===== config.mk =====
export PLATFORM = sky130hd
export DESIGN_NAME = toggle_handshake_rx_flat
export DESIGN_NICKNAME = d
export VERILOG_FILES = /design/src/rtl/toggle_handshake_rx_pkg.sv /design/src/rtl/toggle_handshake_rx_if.sv /design/src/rtl/toggle_handshake_rx_sync_bit.sv /design/src/rtl/toggle_handshake_rx.sv /design/src/flat_wrapper.sv
export SDC_FILE = /design/constraint.sdc
export NUM_CORES = 1
export LEC_CHECK = 0
export BUFFER_PORTS_ARGS = -buffer_cell sky130_fd_sc_hd__buf_2
export CAP_MARGIN = 20
export CORE_MARGIN = 2
export CORE_UTILIZATION = 42
export CTS_CLUSTER_DIAMETER = 150
export DETAILED_ROUTE_END_ITERATION = 8
export GPL_TIMING_DRIVEN = 0
export PLACE_DENSITY_LB_ADDON = 0.2
export SLEW_MARGIN = 20
export SYNTH_ARGS = -nofsm -noshare
export SYNTH_HDL_FRONTEND = slang
export SYNTH_SLANG_ARGS = --single-unit

===== constraint.sdc =====
create_clock -name CLK -period 1.4 [get_ports CLK]
set_clock_uncertainty 0.15 [all_clocks]
set_input_delay 0.07 -clock CLK [delete_from_list [all_inputs] [get_ports CLK]]
set_output_delay 0.07 -clock CLK [all_outputs]
set_load 0.03 [all_outputs]

===== src/rtl/toggle_handshake_rx_pkg.sv =====
// Shared types and constants for the toggle handshake receiver.
// The default data width is shared with the matching toggle sender.
package toggle_handshake_rx_pkg;

  typedef enum logic {
    IDLE = 1'b0,
    HOLD = 1'b1
  } state_t;

  localparam int SYNC_MIN   = 2;
  localparam int SYNC_MAX   = 4;
  localparam int DEF_DATA_W = 8;

endpackage


===== src/rtl/toggle_handshake_rx_if.sv =====
// Toggle request/ack pair plus the captured-word valid/ready stream.
// The slave modport is the receiver; the master is the sender/consumer side.
interface toggle_handshake_rx_if
  import toggle_handshake_rx_pkg::*;
#(
  parameter int DATA_W = DEF_DATA_W
);

  logic              REQ_T;
  logic [DATA_W-1:0] DATA;
  logic              ACK_T;
  logic [DATA_W-1:0] OUT_DATA;
  logic              OUT_VALID;
  logic              OUT_READY;

  modport slave (
    input  REQ_T,
    input  DATA,
    input  OUT_READY,
    output ACK_T,
    output OUT_DATA,
    output OUT_VALID
  );

  modport master (
    output REQ_T,
    output DATA,
    output OUT_READY,
    input  ACK_T,
    input  OUT_DATA,
    input  OUT_VALID
  );

endinterface


===== src/rtl/toggle_handshake_rx_sync_bit.sv =====
// Single-bit multi-flop synchroniser, async active-low reset to 0.
// Reused for any toggle or level crossing into the local clock.
module sync_bit #(
  parameter int STAGES = 2
) (
  input  logic CLK,
  input  logic RST,
  input  logic d,
  output logic q
);

  logic [STAGES-1:0] ff;

  always_ff @(posedge CLK or negedge RST) begin
    if (!RST) ff <= '0;
    else      ff <= {ff[STAGES-2:0], d};
  end

  assign q = ff[STAGES-1];

endmodule


===== src/rtl/toggle_handshake_rx.sv =====
// Receiving end of a 2-phase toggle handshake: detects REQ_T flips,
// captures DATA onto a valid/ready stream and returns ACK_T on accept.
module toggle_handshake_rx
  import toggle_handshake_rx_pkg::*;
#(
  parameter int DATA_W      = DEF_DATA_W,
  parameter int SYNC_STAGES = 2,
  parameter int CNT_W       = 8
) (
  input  logic             CLK,
  input  logic             RST,
  toggle_handshake_rx_if.slave hs,
  output logic [CNT_W-1:0] EVT_CNT,
  output logic             OVERRUN,
  input  logic             CLR_OVR
);

  if (SYNC_STAGES < SYNC_MIN ||
      SYNC_STAGES > SYNC_MAX) begin : g_bad
    $error("SYNC_STAGES out of range");
  end

  logic req_s;
  logic req_d;
  logic toggle_det;

  sync_bit #(
    .STAGES(SYNC_STAGES)
  ) u_sync (
    .CLK(CLK),
    .RST(RST),
    .d  (hs.REQ_T),
    .q  (req_s)
  );

  assign toggle_det = req_s ^ req_d;

  state_t            state, state_n;
  logic              ack_q, ack_n;
  logic              vld_q, vld_n;
  logic [DATA_W-1:0] dat_q, dat_n;
  logic [CNT_W-1:0]  cnt_q, cnt_n;
  logic              ovr_q, ovr_n;

  always_comb begin
    state_n = state;
    ack_n   = ack_q;
    vld_n   = vld_q;
    dat_n   = dat_q;
    cnt_n   = cnt_q;
    ovr_n   = ovr_q & ~CLR_OVR;
    unique case (state)
      IDLE: begin
        if (toggle_det) begin
          dat_n   = hs.DATA;
          vld_n   = 1'b1;
          state_n = HOLD;
        end
      end
      HOLD: begin
        if (hs.OUT_READY) begin
          vld_n   = 1'b0;
          ack_n   = ~ack_q;
          cnt_n   = cnt_q + CNT_W'(1);
          state_n = IDLE;
        end
        // sender flipped again before seeing ACK_T; set beats clear
        if (toggle_det) ovr_n = 1'b1;
      end
      default: state_n = IDLE;
    endcase
  end

  always_ff @(posedge CLK or negedge RST) begin
    if (!RST) begin
      req_d <= 1'b0;
      state <= IDLE;
      ack_q <= 1'b0;
      vld_q <= 1'b0;
      dat_q <= '0;
      cnt_q <= '0;
      ovr_q <= 1'b0;
    end else begin
      req_d <= req_s;
      state <= state_n;
      ack_q <= ack_n;
      vld_q <= vld_n;
      dat_q <= dat_n;
      cnt_q <= cnt_n;
      ovr_q <= ovr_n;
    end
  end

  assign hs.ACK_T     = ack_q;
  assign hs.OUT_VALID = vld_q;
  assign hs.OUT_DATA  = dat_q;
  assign EVT_CNT      = cnt_q;
  assign OVERRUN      = ovr_q;

endmodule

===== src/flat_wrapper.sv =====
// flat-port wrapper written by rule: the top's interface ports become plain ports
module toggle_handshake_rx_flat import toggle_handshake_rx_pkg::*;
#(
  parameter int DATA_W      = DEF_DATA_W,
  parameter int SYNC_STAGES = 2,
  parameter int CNT_W       = 8
)
  (CLK, RST, EVT_CNT, OVERRUN, CLR_OVR, hs_REQ_T, hs_DATA, hs_OUT_READY, hs_ACK_T, hs_OUT_DATA, hs_OUT_VALID);
  toggle_handshake_rx_if #(.DATA_W(DATA_W)) hs_i ();
  input  logic CLK;
  input  logic RST;
  output logic [CNT_W-1:0] EVT_CNT;
  output logic OVERRUN;
  input  logic CLR_OVR;
  input wire logic [$bits(hs_i.REQ_T)-1:0] hs_REQ_T;
  input wire logic [$bits(hs_i.DATA)-1:0] hs_DATA;
  input wire logic [$bits(hs_i.OUT_READY)-1:0] hs_OUT_READY;
  output wire logic [$bits(hs_i.ACK_T)-1:0] hs_ACK_T;
  output wire logic [$bits(hs_i.OUT_DATA)-1:0] hs_OUT_DATA;
  output wire logic [$bits(hs_i.OUT_VALID)-1:0] hs_OUT_VALID;
  assign hs_i.REQ_T = hs_REQ_T;
  assign hs_i.DATA = hs_DATA;
  assign hs_i.OUT_READY = hs_OUT_READY;
  assign hs_ACK_T = hs_i.ACK_T;
  assign hs_OUT_DATA = hs_i.OUT_DATA;
  assign hs_OUT_VALID = hs_i.OUT_VALID;
  toggle_handshake_rx #(.DATA_W(DATA_W), .SYNC_STAGES(SYNC_STAGES), .CNT_W(CNT_W)) u_core (.CLK(CLK), .RST(RST), .hs(hs_i), .EVT_CNT(EVT_CNT), .OVERRUN(OVERRUN), .CLR_OVR(CLR_OVR));
endmodule

# Yosys cells after proc, flatten, opt, wreduce, memory -nomap -nowiden
# Index checks and enable logic that the tools add are counted.
[totals]
output_inout_bits = 19
wordCells = 27
regBits = 23
[op_classes]
reduce_logical = 3
n_addsub = 1
eq_ne = 2
mux = 8
bitwise = 5
[op_table]
columns = ["op", "count"]
rows = [
  ["$add A8 B1 Y8 const B", 1],
  ["$mux W1", 6],
  ["$reduce_and A2 Y1", 3],
  ["$pmux W1 S2", 2],
  ["$not A1 Y1", 3],
  ["$ne A2 B1 Y1 const B", 1],
  ["$ne A2 B2 Y1 const B", 1],
  ["$and A1 B1 Y1", 1],
  ["$xor A1 B1 Y1", 1],
]

# Depth between registers and ports, before layout
[depth]
word_depth = 4
mapped_depth = 4

# Modules after synthesis
# From an unflattened synthesis, not the netlist that was laid out.
[hier_totals]
hier_cells = 61
area_unflattened_um2 = 905.9
[by_module_without_submodules]
columns = ["mod", "area_each_um2", "instances", "cells_per_inst", "seq_area_each_um2"]
rows = [
  ["toggle_handshake_rx", 855.8, 1, 59, 525.5],
  ["sync_bit", 50.0, 1, 2, 50.0],
]

# Least setup slack after synthesis
# OpenSTA, ideal clock, no wires.
[synth_timing]
path_kind = "reg-to-reg"
from = "register u_core.cnt_q[0] (netlist: u_core.EVT_CNT[0])"
to = "register u_core.cnt_q[6] (netlist: u_core.EVT_CNT[6])"
setup_ns = 0.080
path_stages_with_launch = 5
period_less_slack_ns = 1.433
path_slack_ns = -0.033
t_arrival_ns = 1.202
n_path_buf = 0
required_ns = 1.170
cell_sequence = "dfrtp_1 > ha_1 > nand3_1 > nor3_1 > xor2_1"
[synth_between]
elab_chain_cells = 1
[synth_rtl]
columns = ["item", "line_no", "rtl"]
rows = [
  ["start: declaration", "toggle_handshake_rx.sv:42", "logic [CNT_W-1:0] cnt_q, cnt_n;"],
  ["start signal: assignment", "toggle_handshake_rx.sv:89", "cnt_q <= cnt_n;"],
  ["$add A8 B1 Y8", "toggle_handshake_rx.sv:64", "cnt_n = cnt_q + CNT_W'(1);"],
]
# Every way passes these cells.
# A chain may end at the register's enable or synchronous reset.

# Final worst setup path
[layout_timing]
from = "register u_core.req_d"
to = "register u_core.dat_q[0] (netlist: u_core.hs.OUT_DATA[0])"
[layout_between]
elab_chain_cells = 2
[layout_rtl]
columns = ["item", "line_no", "rtl"]
rows = [
  ["start: declaration", "toggle_handshake_rx.sv:24", "logic req_d;"],
  ["start signal: assignment", "toggle_handshake_rx.sv:84", "req_d <= req_s;"],
  ["$xor A1 B1 Y1", "toggle_handshake_rx.sv:36", "assign toggle_det = req_s ^ req_d;"],
  ["$reduce_and A2 Y1 (no line)", "--", ""],
  ["end signal: assignment", "toggle_handshake_rx.sv:88", "dat_q <= dat_n;"],
  ["end: declaration", "toggle_handshake_rx.sv:41", "logic [DATA_W-1:0] dat_q, dat_n;"],
]
# Every way passes these cells.

==> impl_metrics.json <==
{
  "numClockSinks": 23,
  "post-route-drc-count": 0,
  "worstPathRequired_ns": 1.44,
  "final_util": 0.6350,
  "grt_pass1_wl_mm": 2.635,
  "cts_inserted_buffers": 3,
  "power.density_nw_per_um2": 1874,
  "cts_tree": "yes",
  "num_antenna_cells": 0,
  "finalSetupViolCount": 8,
  "setup_ws_ns": -0.1121,
  "path_max_fanout": 5,
  "multiInputGateArea_um2": 324.1,
  "fmax_mhz": 661.3,
  "area_delta_synth_final_pct": 41.11,
  "synth_fp_nets": 75,
  "viasPerCell": 4.715,
  "startpoint": "u_core.req_d$_DFF_PN0_",
  "vias": 646,
  "period_needed_ns": 1.512,
  "clock_latency_ns": 0.30,
  "power.leakage_nw": 0.6449,
  "fillers": 189,
  "gr-total-overflow": 0,
  "drt_iter0_drc": 4,
  "cts-root-buf": "clkbuf_4",
  "ant_nets": 0,
  "ys_warn_count": 0,
  "irDropWorstVdd_uv": 1081,
  "gpl.final_weighted_congestion": 0.6321,
  "worstSetupPathType": "reg2reg",
  "regArea_um2": 576.8,
  "cp-start-kind": "flip-flop",
  "fin_setup_tns_ns": -0.7970,
  "track_usage": 0.1390,
  "synth.distinct_cells": 17,
  "htreeDepth": 1,
  "first_pass_iters": 2,
  "max-slew-margin-rel": 0.6741,
  "r2r_slack_ns": -0.11,
  "die_h_um": 50.32,
  "rsz0062_at_grt": "yes",
  "hold_class": "in2async",
  "drive_above_1_share": 0.4727,
  "violations": "negative setup slack",
  "fp.dieW_um": 50.32,
  "core-area_um2": 2002,
  "yosys_register_bits": 23,
  "r2r_end": "u_core.hs.OUT_DATA[0]$_DFFE_PN0P_",
  "fp.dieArea_um2": 2532,
  "r2r_start": "u_core.req_d$_DFF_PN0_",
  "routedWlPerCell_um": 12.07,
  "postSynthAreaPerCell_um2": 14.77,
  "dpl.cell_count": 119,
  "netlist_area_um2": 900.9,
  "clkTransAtPathRegs_ns": 0.13,
  "nets": 125,
  "initial_core_util": 0.4500,
  "holdWs_ns": 0.09278,
  "final_cell_area_um2": 1271,
  "worstPathArrival_ns": 1.55,
  "cap_violations": 0,
  "reg2reg_depth": 4,
  "rows": 16,
  "grt_max_degree": 24,
  "worstMarginPinSlew_ns": 0.4888,
  "place_hpwl_mm": 1.076,
  "antenna_found_initial": 0,
  "slew_violations": 0,
  "netlist_instances": 61,
  "clk_path_buf_depth": 2,
  "io_buffers": 31,
  "io_pins": 32,
  "wirelength_mm": 1.654,
  "final_cells": 137,
  "hold_viol_final": 0,
  "placed_area_um2": 1091,
  "yosysSeqAreaShare": 0.6389,
  "min_period_over_period": 1.080,
  "status": "complete, but fails checks",
  "first_global_vias": 605,
  "cp-end-kind": "flip-flop"
}
[per-layer routing]
layer / up-vias / GRT usage / share of wire
li1: 302 / - / -
met1: 321 / 0.1822 / 0.45
met2: 19 / 0.2281 / 0.49
met3: 4 / 0.02679 / 0.050
met4: 0 / 0.05405 / 0.012
met5: - / 0 / 0
[kinds of logic (layout without fill, tap and decap cells)]
logic type	after synthesis	after routing	synth area share
adders and majority gates	1	1	0.01389
xor gates and xnor gates	9	9	0.08750
buffers and inverters	2	51	0.01666
muxes	9	9	0.1458
and+or+nand+nor	14	14	0.07501
DFF	23	23	0.6389
AOI/OAI and AO/OA	3	3	0.02221
[state kept, by name, indices dropped and copies added (netlist names)]
name,flops
u_core.req_d,1
u_core.hs.OUT_VALID,1
u_core.OVERRUN,1
u_core.EVT_CNT,8
u_core.hs.OUT_DATA,8
u_core.hs.ACK_T,1
u_core.u_sync.ff,2
u_core.state,1
[worst max-delay path by stage]
stage / end / slack (ns) / depth (start not counted)
final: u_core.hs.OUT_DATA[0]$_DFFE_PN0P_ / -0.11 / 4
after global routing: u_core.hs.OUT_DATA[0]$_DFFE_PN0P_ / -0.16 / 4
after CTS: u_core.hs.OUT_DATA[0]$_DFFE_PN0P_ / -0.12 / 4
after detailed placement: u_core.hs.OUT_DATA[0]$_DFFE_PN0P_ / -0.11 / 4
after global placement: u_core.hs.OUT_DATA[7]$_DFFE_PN0P_ / -0.1 / 4
after floorplan: u_core.hs.OUT_DATA[0]$_DFFE_PN0P_ / -0.02 / 4
[layout make-up]
cell class / count / share of cell area
flip-flops and latches: 23 / 0.4537
inverters: 1 / 0.002953
repair buffers: 45 / 0.2313
clock buffers: 3 / 0.01772
well taps: 27 / 0.02657
multi-input cells: 36 / 0.2549
plain buffers: 1 / 0.008858
clock inverters: 1 / 0.003937
[cell usage after synthesis]
cell	instances	area share
o21ai_0	1	0.0056
xnor2_1	3	0.029
mux2_4	8	0.13
buf_6	1	0.012
nand2_1	4	0.017
nor3_1	3	0.017
nor2_1	2	0.0083
and2b_1	1	0.0083
mux2_2	1	0.012
nand3_1	2	0.011
inv_1	1	0.0042
ha_1	1	0.014
nand4_1	1	0.0069
dfrtp_1	23	0.64
nand2_2	1	0.0069
xor2_1	6	0.058
o21a_1	2	0.017
[cell usage in the layout (no fill, tap or decap), types with 2 or more instances in the layout]
cell type / netlist / final
o21a_1: 2 / 2
nor2_1: 2 / 2
xor2_1: 6 / 5
dlygate4sd3_1: 0 / 12
buf_2: 0 / 31
mux2_4: 8 / 8
nor3_1: 3 / 2
dfrtp_1: 23 / 22
buf_6: 1 / 2
clkbuf_4: 0 / 3
xnor2_1: 3 / 3
nand2_1: 4 / 4
nand3_1: 2 / 2
[repair_timing]
action / CTS / global route
gates resized for setup: 1 / 5
hold buffers: 12 / 0
setup endpoints to repair: 8 / 9
gates cloned: 0 / 1
hold endpoints to repair: 35 / 0
pin swaps: 1 / 1
buffers inserted: 1 / 0
[through the flow]
stage          worst slack, ns  total power [mW]
3_3_place_gp          -0.09537             2.040
4_1_cts                -0.1161             2.396
2_1_floorplan         -0.01961             1.764
3_5_place_dp           -0.1117             2.065
6_report               -0.1121             2.382
5_1_grt                -0.1550             2.527
[power breakdown]
group	switching, mW	total (mW)	internal [mW]
sequential	0.171	1.05	0.874
clock	0.188	0.294	0.106
combinational	0.628	1.04	0.415
[worst max-delay path: stages (launching register included)]
cell     delay (ns)
dfrtp_1        0.41
xor2_2         0.18
and2b_2        0.22
buf_6          0.14
mux2_4         0.29
Note: power is estimated with default switching activity, not from simulation.
